[config.mk]
export PLATFORM = sky130hd
export DESIGN_NAME = div_iter_unit
export DESIGN_NICKNAME = d
export VERILOG_FILES = /design/src/rtl/div_pkg.sv /design/src/rtl/div_step.sv /design/src/rtl/div_iter_unit.sv
export SDC_FILE = /design/constraint.sdc
export NUM_CORES = 1
export LEC_CHECK = 0
export CAP_MARGIN = 40
export CORE_ASPECT_RATIO = 1.25
export CORE_MARGIN = 1
export CORE_UTILIZATION = 50
export CTS_BUF_LIST = sky130_fd_sc_hd__clkbuf_4
export DETAILED_ROUTE_END_ITERATION = 12
export PLACE_DENSITY = 0.81
export SLEW_MARGIN = 10
export SYNTH_ARGS = -nofsm -noshare
export SYNTH_HDL_FRONTEND = slang
export SYNTH_HIERARCHICAL = 1
export SYNTH_SLANG_ARGS = --single-unit
[constraint.sdc]
create_clock -name clk -period 4.5 [get_ports clk]
set_input_delay 0.675 -clock clk [delete_from_list [all_inputs] [get_ports clk]]
set_output_delay 0.675 -clock clk [all_outputs]
set_load 0.03 [all_outputs]
[src/rtl/div_pkg.sv]
// Shared types and constants for the iterative divider.
package div_pkg;

  localparam int DW_DEFAULT = 32;
  localparam int CNT_W      = 6;

  typedef enum logic [1:0] {
    IDLE = 2'd0,
    CALC = 2'd1,
    DONE = 2'd2
  } state_t;

endpackage

[src/rtl/div_step.sv]
// One restoring shift-subtract step: shift the next dividend bit into the
// partial remainder and subtract the divisor if it fits.
module div_step #(
  parameter int DW = 32
) (
  input  logic [DW-1:0] rem_i,
  input  logic          bit_i,
  input  logic [DW-1:0] dvs_i,
  output logic [DW-1:0] rem_o,
  output logic          q_o
);

  logic [DW:0] shifted;
  logic [DW:0] diff;

  // Trial subtraction; bit DW of diff is the borrow since rem_i < divisor.
  always_comb begin
    shifted = {rem_i, bit_i};
    diff    = shifted - {1'b0, dvs_i};
    q_o     = ~diff[DW];
    rem_o   = q_o ? diff[DW-1:0] : shifted[DW-1:0];
  end

endmodule

[src/rtl/div_iter_unit.sv]
// Iterative signed/unsigned divider, one quotient bit per cycle.
// result = {remainder, quotient}.
module div_iter_unit
  import div_pkg::*;
#(
  parameter int DW = DW_DEFAULT
) (
  input  logic          clk,
  input  logic          rst,
  input  logic [DW-1:0] a,
  input  logic [DW-1:0] b,
  input  logic          sign,
  input  logic          opn_valid,
  input  logic          res_ready,
  output logic          res_valid,
  output logic [2*DW-1:0] result
);

  localparam logic [CNT_W-1:0] LAST_IT = CNT_W'(DW - 1);

  state_t             state_q, state_d;
  logic [CNT_W-1:0]   cnt_q, cnt_d;
  logic [DW-1:0]      rem_q, rem_d;     // partial remainder
  logic [DW-1:0]      dvd_q, dvd_d;     // |a|, quotient bits shift in at the LSB
  logic [DW-1:0]      dvs_q, dvs_d;     // |b|
  logic               sign_q, sign_d;
  logic               a_msb_q, a_msb_d;
  logic               b_msb_q, b_msb_d;
  logic [2*DW-1:0]    result_q, result_d;

  logic [DW-1:0]      step_rem;
  logic               step_q;
  logic [DW-1:0]      q_raw, q_fix, r_fix;
  logic               a_neg, b_neg;

  div_step #(.DW(DW)) u_step (
    .rem_i (rem_q),
    .bit_i (dvd_q[DW-1]),
    .dvs_i (dvs_q),
    .rem_o (step_rem),
    .q_o   (step_q)
  );

  // Sign correction of the final step; a zero divisor keeps an all-ones
  // quotient and the remainder negation restores the raw dividend.
  always_comb begin
    q_raw = {dvd_q[DW-2:0], step_q};
    if (dvs_q == '0)
      q_fix = '1;
    else if (sign_q && (a_msb_q ^ b_msb_q))
      q_fix = -q_raw;
    else
      q_fix = q_raw;
    r_fix = (sign_q && a_msb_q) ? -step_rem : step_rem;
  end

  // Next-state and datapath update for the IDLE -> CALC -> DONE sequence.
  always_comb begin
    state_d  = state_q;
    cnt_d    = cnt_q;
    rem_d    = rem_q;
    dvd_d    = dvd_q;
    dvs_d    = dvs_q;
    sign_d   = sign_q;
    a_msb_d  = a_msb_q;
    b_msb_d  = b_msb_q;
    result_d = result_q;
    a_neg    = sign & a[DW-1];
    b_neg    = sign & b[DW-1];
    case (state_q)
      IDLE: begin
        if (opn_valid) begin
          dvd_d   = a_neg ? -a : a;
          dvs_d   = b_neg ? -b : b;
          sign_d  = sign;
          a_msb_d = a[DW-1];
          b_msb_d = b[DW-1];
          cnt_d   = '0;
          rem_d   = '0;
          state_d = CALC;
        end
      end
      CALC: begin
        if (!opn_valid) begin
          state_d = IDLE;
        end else begin
          rem_d = step_rem;
          dvd_d = q_raw;
          cnt_d = cnt_q + CNT_W'(1);
          if (cnt_q == LAST_IT) begin
            result_d = {r_fix, q_fix};
            state_d  = DONE;
          end
        end
      end
      DONE: begin
        if (!opn_valid || res_ready) state_d = IDLE;
      end
      default: state_d = IDLE;
    endcase
  end

  // State registers; reset clears everything so a flushed op leaves no trace.
  always_ff @(posedge clk) begin
    if (rst) begin
      state_q  <= IDLE;
      cnt_q    <= '0;
      rem_q    <= '0;
      dvd_q    <= '0;
      dvs_q    <= '0;
      sign_q   <= 1'b0;
      a_msb_q  <= 1'b0;
      b_msb_q  <= 1'b0;
      result_q <= '0;
    end else begin
      state_q  <= state_d;
      cnt_q    <= cnt_d;
      rem_q    <= rem_d;
      dvd_q    <= dvd_d;
      dvs_q    <= dvs_d;
      sign_q   <= sign_d;
      a_msb_q  <= a_msb_d;
      b_msb_q  <= b_msb_d;
      result_q <= result_d;
    end
  end

  assign res_valid = (state_q == DONE);
  assign result    = result_q;

endmodule

== Yosys cells after proc, flatten, opt, wreduce, memory -nomap -nowiden ==
Index checks and enable logic that the tools add are counted.
W data, S select, Z words.

* Register bits: 171
* Input bits: 69
* Output and inout port bits: 65
* Logic and storage cells: 57

* Add/subtract/negate cells: 6
* Equal/unequal tests: 7
* Multiplexer cells: 20
* Bitwise logic cells: 4
* Reduce and logical (&&, ||, !) cells: 11

{| class="wikitable"
|+ Operators with widths
! operator !! number
|-
| $mux W32 || 10
|-
| $neg A32 Y32 || 4
|-
| $pmux W32 S2 || 2
|-
| $sub A33 B32 Y33 || 1
|-
| $logic_not A32 Y1 || 1
|-
| $mux W6 || 2
|-
| $pmux W6 S2 || 1
|-
| $reduce_and A3 Y1 || 3
|-
| $mux W2 || 4
|-
| $add A6 B1 Y6 const B || 1
|-
| $eq A6 B5 Y1 const B || 1
|-
| $pmux W2 S3 || 1
|-
| $ne A2 B2 Y1 const B || 2
|-
| $ne A3 B3 Y1 const B || 1
|-
| $and A1 B1 Y1 || 2
|-
| $eq A2 B1 Y1 const B || 1
|-
| $eq A2 B2 Y1 const B || 1
|-
| $logic_and A1 B1 Y1 || 2
|-
| $logic_not A2 Y1 || 1
|-
| $ne A2 B1 Y1 const B || 1
|-
| $reduce_and A2 Y1 || 1
|-
| $reduce_bool A2 Y1 || 1
|-
| $logic_not A1 Y1 || 1
|-
| $logic_or A1 B1 Y1 || 1
|-
| other kinds (2) || 2
|}

== Logic depth before layout (Yosys ltp) ==
* Depth after elaboration: 5
* Mapped depth: 22
* Gate-level depth less buffers: 20

== Modules after synthesis ==
The synthesis kept the hierarchy.

{| class="wikitable"
|+ By module, submodules not included
! module !! times used !! cells each !! area each (µm²)
|-
| div_iter_unit || 1 || 1096 || 8966.1
|-
| div_step || 1 || 305 || 2358.5
|}

== Worst setup path before layout ==
Ideal clock, no wire load.

* Path kind: reg-to-reg
* Start: register dvd_q[31]
* End: register result_q[59], in the netlist result[59]
* Setup time: 0.086 ns
* Arrival: 4.568 ns
* Setup slack: -0.153 ns
* Cell stages (with the launch flop): 21
* Buffers on the path: 2
* Clock period less this slack: 4.653 ns
* Path through: dfxtp_1 > inv_1 > ha_1 > fa_1 > and2b_1 > o2111ai_2 > a21oi_2 > o2111ai_1 > a211oi_2 > nor2_4 > mux2i_4 > and2_4 > buf_12 > inv_8 > buf_12 > mux2_4 > nor4_1 > nand4_2 > o41ai_1 > xor2_1 > a211oi_1

* Word-level cells in the longest chain between the ends: 4

{| class="wikitable"
|+ RTL lines
! item !! line !! source
|-
| start: declaration || div_iter_unit.sv:24 || <nowiki>logic [DW-1:0] dvd_q, dvd_d;</nowiki>
|-
| start signal: assignment || div_iter_unit.sv:119 || <nowiki>dvd_q <= dvd_d;</nowiki>
|-
| $sub A33 B32 Y33 || div_step.sv:19 || <nowiki>diff = shifted - {1'b0, dvs_i};</nowiki>
|-
| $mux W32 || div_step.sv:21 || <nowiki>rem_o = q_o ? diff[DW-1:0] : shifted[DW-1:0];</nowiki>
|-
| named net step_rem[10] || div_iter_unit.sv:31 || <nowiki>logic [DW-1:0] step_rem;</nowiki>
|-
| $neg A32 Y32 || div_iter_unit.sv:54 || <nowiki>r_fix = (sign_q && a_msb_q) ? -step_rem : step_rem;</nowiki>
|-
| $mux W32 || div_iter_unit.sv:54 ||
|-
| end signal: assignment || div_iter_unit.sv:124 || <nowiki>result_q <= result_d;</nowiki>
|-
| end: declaration || div_iter_unit.sv:29 || <nowiki>logic [2*DW-1:0] result_q, result_d;</nowiki>
|}

The timed path passes the listed nets, and every way through them passes these cells.
A chain may end at the register's enable or synchronous reset.

== Final worst setup path ==
Same ends and word-level chain as after synthesis.

==> impl_metrics.yaml <==
final_layout:
  layout-drive-gt1-share: 0.1274
  layout.nets: 1633
  stdcell_count: 1823
  most-common-layout-cells: "sky130_fd_sc_hd__nor2_1, sky130_fd_sc_hd__dfxtp_1, sky130_fd_sc_hd__clkdlybuf4s50_1"
  flow.area_growth_from_synthesis_pct: 20.56
  final.fill_count: 1889
  most_common_library_cell_in_the_layout_ignoring_fill_and_taps: "sky130_fd_sc_hd__nor2_1"
  final_area_um2: 13650
  finish.utilization: 0.6147
cts:
  worst_skew_pair_latency_ns: 0.63
  cts_tree: "yes"
  clkSinkCount: 171
  ctsRootBufferMaster: "sky130_fd_sc_hd__clkbuf_4"
  clock_path_buffers: 2
  cts-htree-levels: 4
  numCtsBuffers: 17
  clock_transition_at_the_registers_of_the_reported_paths_ns: 0.17
drt:
  dr_total_vias: 11120
  drt-total-wl_um: 33430
  detailedRoute.firstPassIterationCount: 8
  route.detailed.wl_per_inst_um: 18.34
  route.detailed.drc: 0
  drtIter0Drc: 773
  via_per_inst: 6.100
  drtAntennaViolNets: 0
critical_path:
  worst-r2r-cell-count: 20
  endpoint: "result[59]$_SDFFE_PP0P_"
  critPathLaunch: "dvd_q[31]$_SDFFE_PP0P_"
  critPathLaunchType: "flop"
  minimum_setup_slack_among_reg_to_reg_paths_ns: 0.01
  r2r-start: "dvd_q[31]$_SDFFE_PP0P_"
  timing_worst_setup_path_type: "reg2reg"
  worst_endpoint_data_arrival_time_ns: 5.04
  crit_path_end_kind: "flop"
  cp_data_required_time_ns: 5.05
  rr_endpoint: "result[59]$_SDFFE_PP0P_"
  critical_path_fanouts_max: 8
synthesis:
  yosysUniqueCellTypes: 92
  post-synth-top-area-fraction: 0.3023
  postSynthCellCount: 1401
  synth_edf_count: 0
  post_synth.cell_area_avg_um2: 8.083
  synth_area_leader_cell: "sky130_fd_sc_hd__dfxtp_1"
  share_of_async_settable_or_async_resettable_flops_after_synthesis: 0
  post_synthesis_sequential_area_ratio: 0.3023
  ys_seq_elements: 171
  netlist_top_cells_area: "sky130_fd_sc_hd__dfxtp_1, sky130_fd_sc_hd__nor2_1, sky130_fd_sc_hd__xnor2_1"
  synth_warnings: 6
  synth-main-ff-cell: "sky130_fd_sc_hd__dfxtp_1"
  synth.net_count: 1508
  mappedNetlistArea_um2: 11320
timing:
  finalCritPeriodShare: 0.9969
  timing_hold_violations_final: 0
  rsz0062_at_grt: "yes"
  finalHoldWorstSlack_ns: 0.4760
  slew_viol_final: 0
  fin_worst_skew_ns: 0.04042
  worst_pin_slew_ns: 0.9210
  clock_period_minus_final_worst_setup_slack_ns: 4.486
  setup-tns-final_ns: 0
  report.final.setup_viol: 0
  worst_slew_margin_rel: 0.3845
  max_freq_mhz: 222.9
  final_critical_path_setup_slack_ns: 0.01387
floorplan:
  initial_core_util: 0.5099
  num_rows: 61
  die_height_um: 170.3
  io-pin-count: 134
  die-width_um: 136.6
  dieArea_um2: 23260
  core_um2: 22210
grt:
  grt_pass1_vias: 10525
  grt_use_total: 0.2893
  gr-total-overflow: 0
  antenna_found_initial: 1
  largest_net_degree_at_the_start_of_global_routing: 87
  grt_first_pass_wirelength_um: 53140
worst_hold_path:
  min_from: "result[32]$_SDFFE_PP0P_"
  hold_path.class: "reg2reg"
run:
  timing.max_cap.violations: 0
placement:
  place_hpwl_um: 25320
  placedCellCount: 1771
  gp_congestion: 0.9457
  placed_cell_area_um2: 13000
  detailedPlace.worstSlack_ns: -0.08239
  port_buffers: 133
status:
  run_status: "finished clean"
pwr:
  total_power_mw: 3.316
  vdd.ir_drop.worst_v: 0.0001766
  p_leak_nw: 4.998
  power-per-cell-area_nw_per_um2: 242.9
## where the power goes
part | switching [mW] | total, mW | internal [mW]
clock | 0.673 | 0.945 | 0.272
sequential | 0.0733 | 1.64 | 1.57
combinational | 0.420 | 0.732 | 0.312
## how the worst min path moves through the flow
stage / endpoint / slack, ns / depth (start not counted)
3_5_place_dp: result[32]$_SDFFE_PP0P_ / 0.46 / 2
2_1_floorplan: b_msb_q$_SDFFE_PP0P_ / 0.45 / 2
3_3_place_gp: result[32]$_SDFFE_PP0P_ / 0.46 / 2
5_1_grt: dvd_q[4]$_SDFFE_PP0P_ / 0.48 / 2
4_1_cts: result[32]$_SDFFE_PP0P_ / 0.48 / 2
6_report: result[32]$_SDFFE_PP0P_ / 0.48 / 2
## final cells by class
type / count / area, um^2 / share of cell area
Sequential cell: 171 / 3427 / 0.2510
Tap cell: 283 / 354.1 / 0.02593
Timing Repair Buffer: 195 / 1834 / 0.1343
Clock inverter: 15 / 180.2 / 0.01320
Multi-Input combinational cell: 1082 / 7493 / 0.5488
Inverter: 59 / 234.0 / 0.01714
Clock buffer: 17 / 127.6 / 0.009347
Antenna cell: 1 / 2.502 / 0.0001833
## cells by family after synthesis
kind of cell,share of synthesized area
buffers and inverters,0.05944
AO/OA/AOI/OAI,0.2467
multiplexers,0.03734
AND/OR/NAND/NOR,0.2072
flip-flops,0.3023
XOR/XNOR,0.1044
adder cells (fa/ha/maj),0.04265
## critical path, stage by stage (launching register included)
cell and delay (ns):
sky130_fd_sc_hd__dfxtp_2 0.38, sky130_fd_sc_hd__inv_2 0.05, sky130_fd_sc_hd__ha_4 0.16, sky130_fd_sc_hd__fa_2 0.33
sky130_fd_sc_hd__and2b_1 0.23, sky130_fd_sc_hd__o2111ai_2 0.13, sky130_fd_sc_hd__a21oi_2 0.22, sky130_fd_sc_hd__o2111ai_2 0.16
sky130_fd_sc_hd__a211oi_2 0.31, sky130_fd_sc_hd__nor2_4 0.08, sky130_fd_sc_hd__mux2i_4 0.19, sky130_fd_sc_hd__and2_4 0.21
sky130_fd_sc_hd__clkinv_8 0.08, sky130_fd_sc_hd__buf_6 0.14, sky130_fd_sc_hd__mux2_2 0.38, sky130_fd_sc_hd__nor4_4 0.23
sky130_fd_sc_hd__buf_4 0.17, sky130_fd_sc_hd__nand4_4 0.17, sky130_fd_sc_hd__o41ai_2 0.40, sky130_fd_sc_hd__xor2_1 0.14
sky130_fd_sc_hd__a211oi_1 0.25
## synthesized netlist by cell type (all sizes together) (5+ instances only)
library cell / number
nor2: 205
dfxtp: 171
a21oi: 102
a211oi: 87
nand2: 85
xnor2: 75
clkbuf: 68
xor2: 60
inv: 58
o21ai: 42
nor3: 39
ha: 37
a22oi: 34
a31oi: 27
nor4: 25
nand3: 24
mux2: 23
a21o: 22
o221ai: 20
buf: 19
o41ai: 16
or3: 14
and3: 13
nand4: 13
o31ai: 11
or4: 10
and2: 9
mux2i: 8
o21a: 7
a311oi: 6
nor2b: 6
a221oi: 5
nand2b: 5
o2111ai: 5
## flip-flops by register name, summed over array words and instances (netlist names)
| name | flops |
|---|---|
| cnt_q | 6 |
| result | 64 |
| b_msb_q | 1 |
| rem_q | 32 |
| sign_q | 1 |
| dvd_q | 32 |
| state_q | 2 |
| a_msb_q | 1 |
| dvs_q | 32 |
## layer usage
metal | up-vias | global-route usage | wire length (um) | part of all wire
met1 | 5234 | 0.3191 | 12780 | 0.38
met3 | 112 | 0.03724 | 1605 | 0.048
met2 | 411 | 0.5162 | 17020 | 0.51
met4 | 0 | 0.1855 | 2016 | 0.060
li1 | 5363 | - | - | -
met5 | - | 0 | 0 | 0
## what timing repair did
| item | 4_1_cts | 5_1_grt |
|---|---|---|
| hold buffers | 0 | 0 |
| pin swaps | 0 | 35 |
| endpoints found under the setup margin | 8 | 29 |
| resized for setup | 6 | 38 |
| buffers inserted | 0 | 19 |
(Power assumes the default switching activity.)
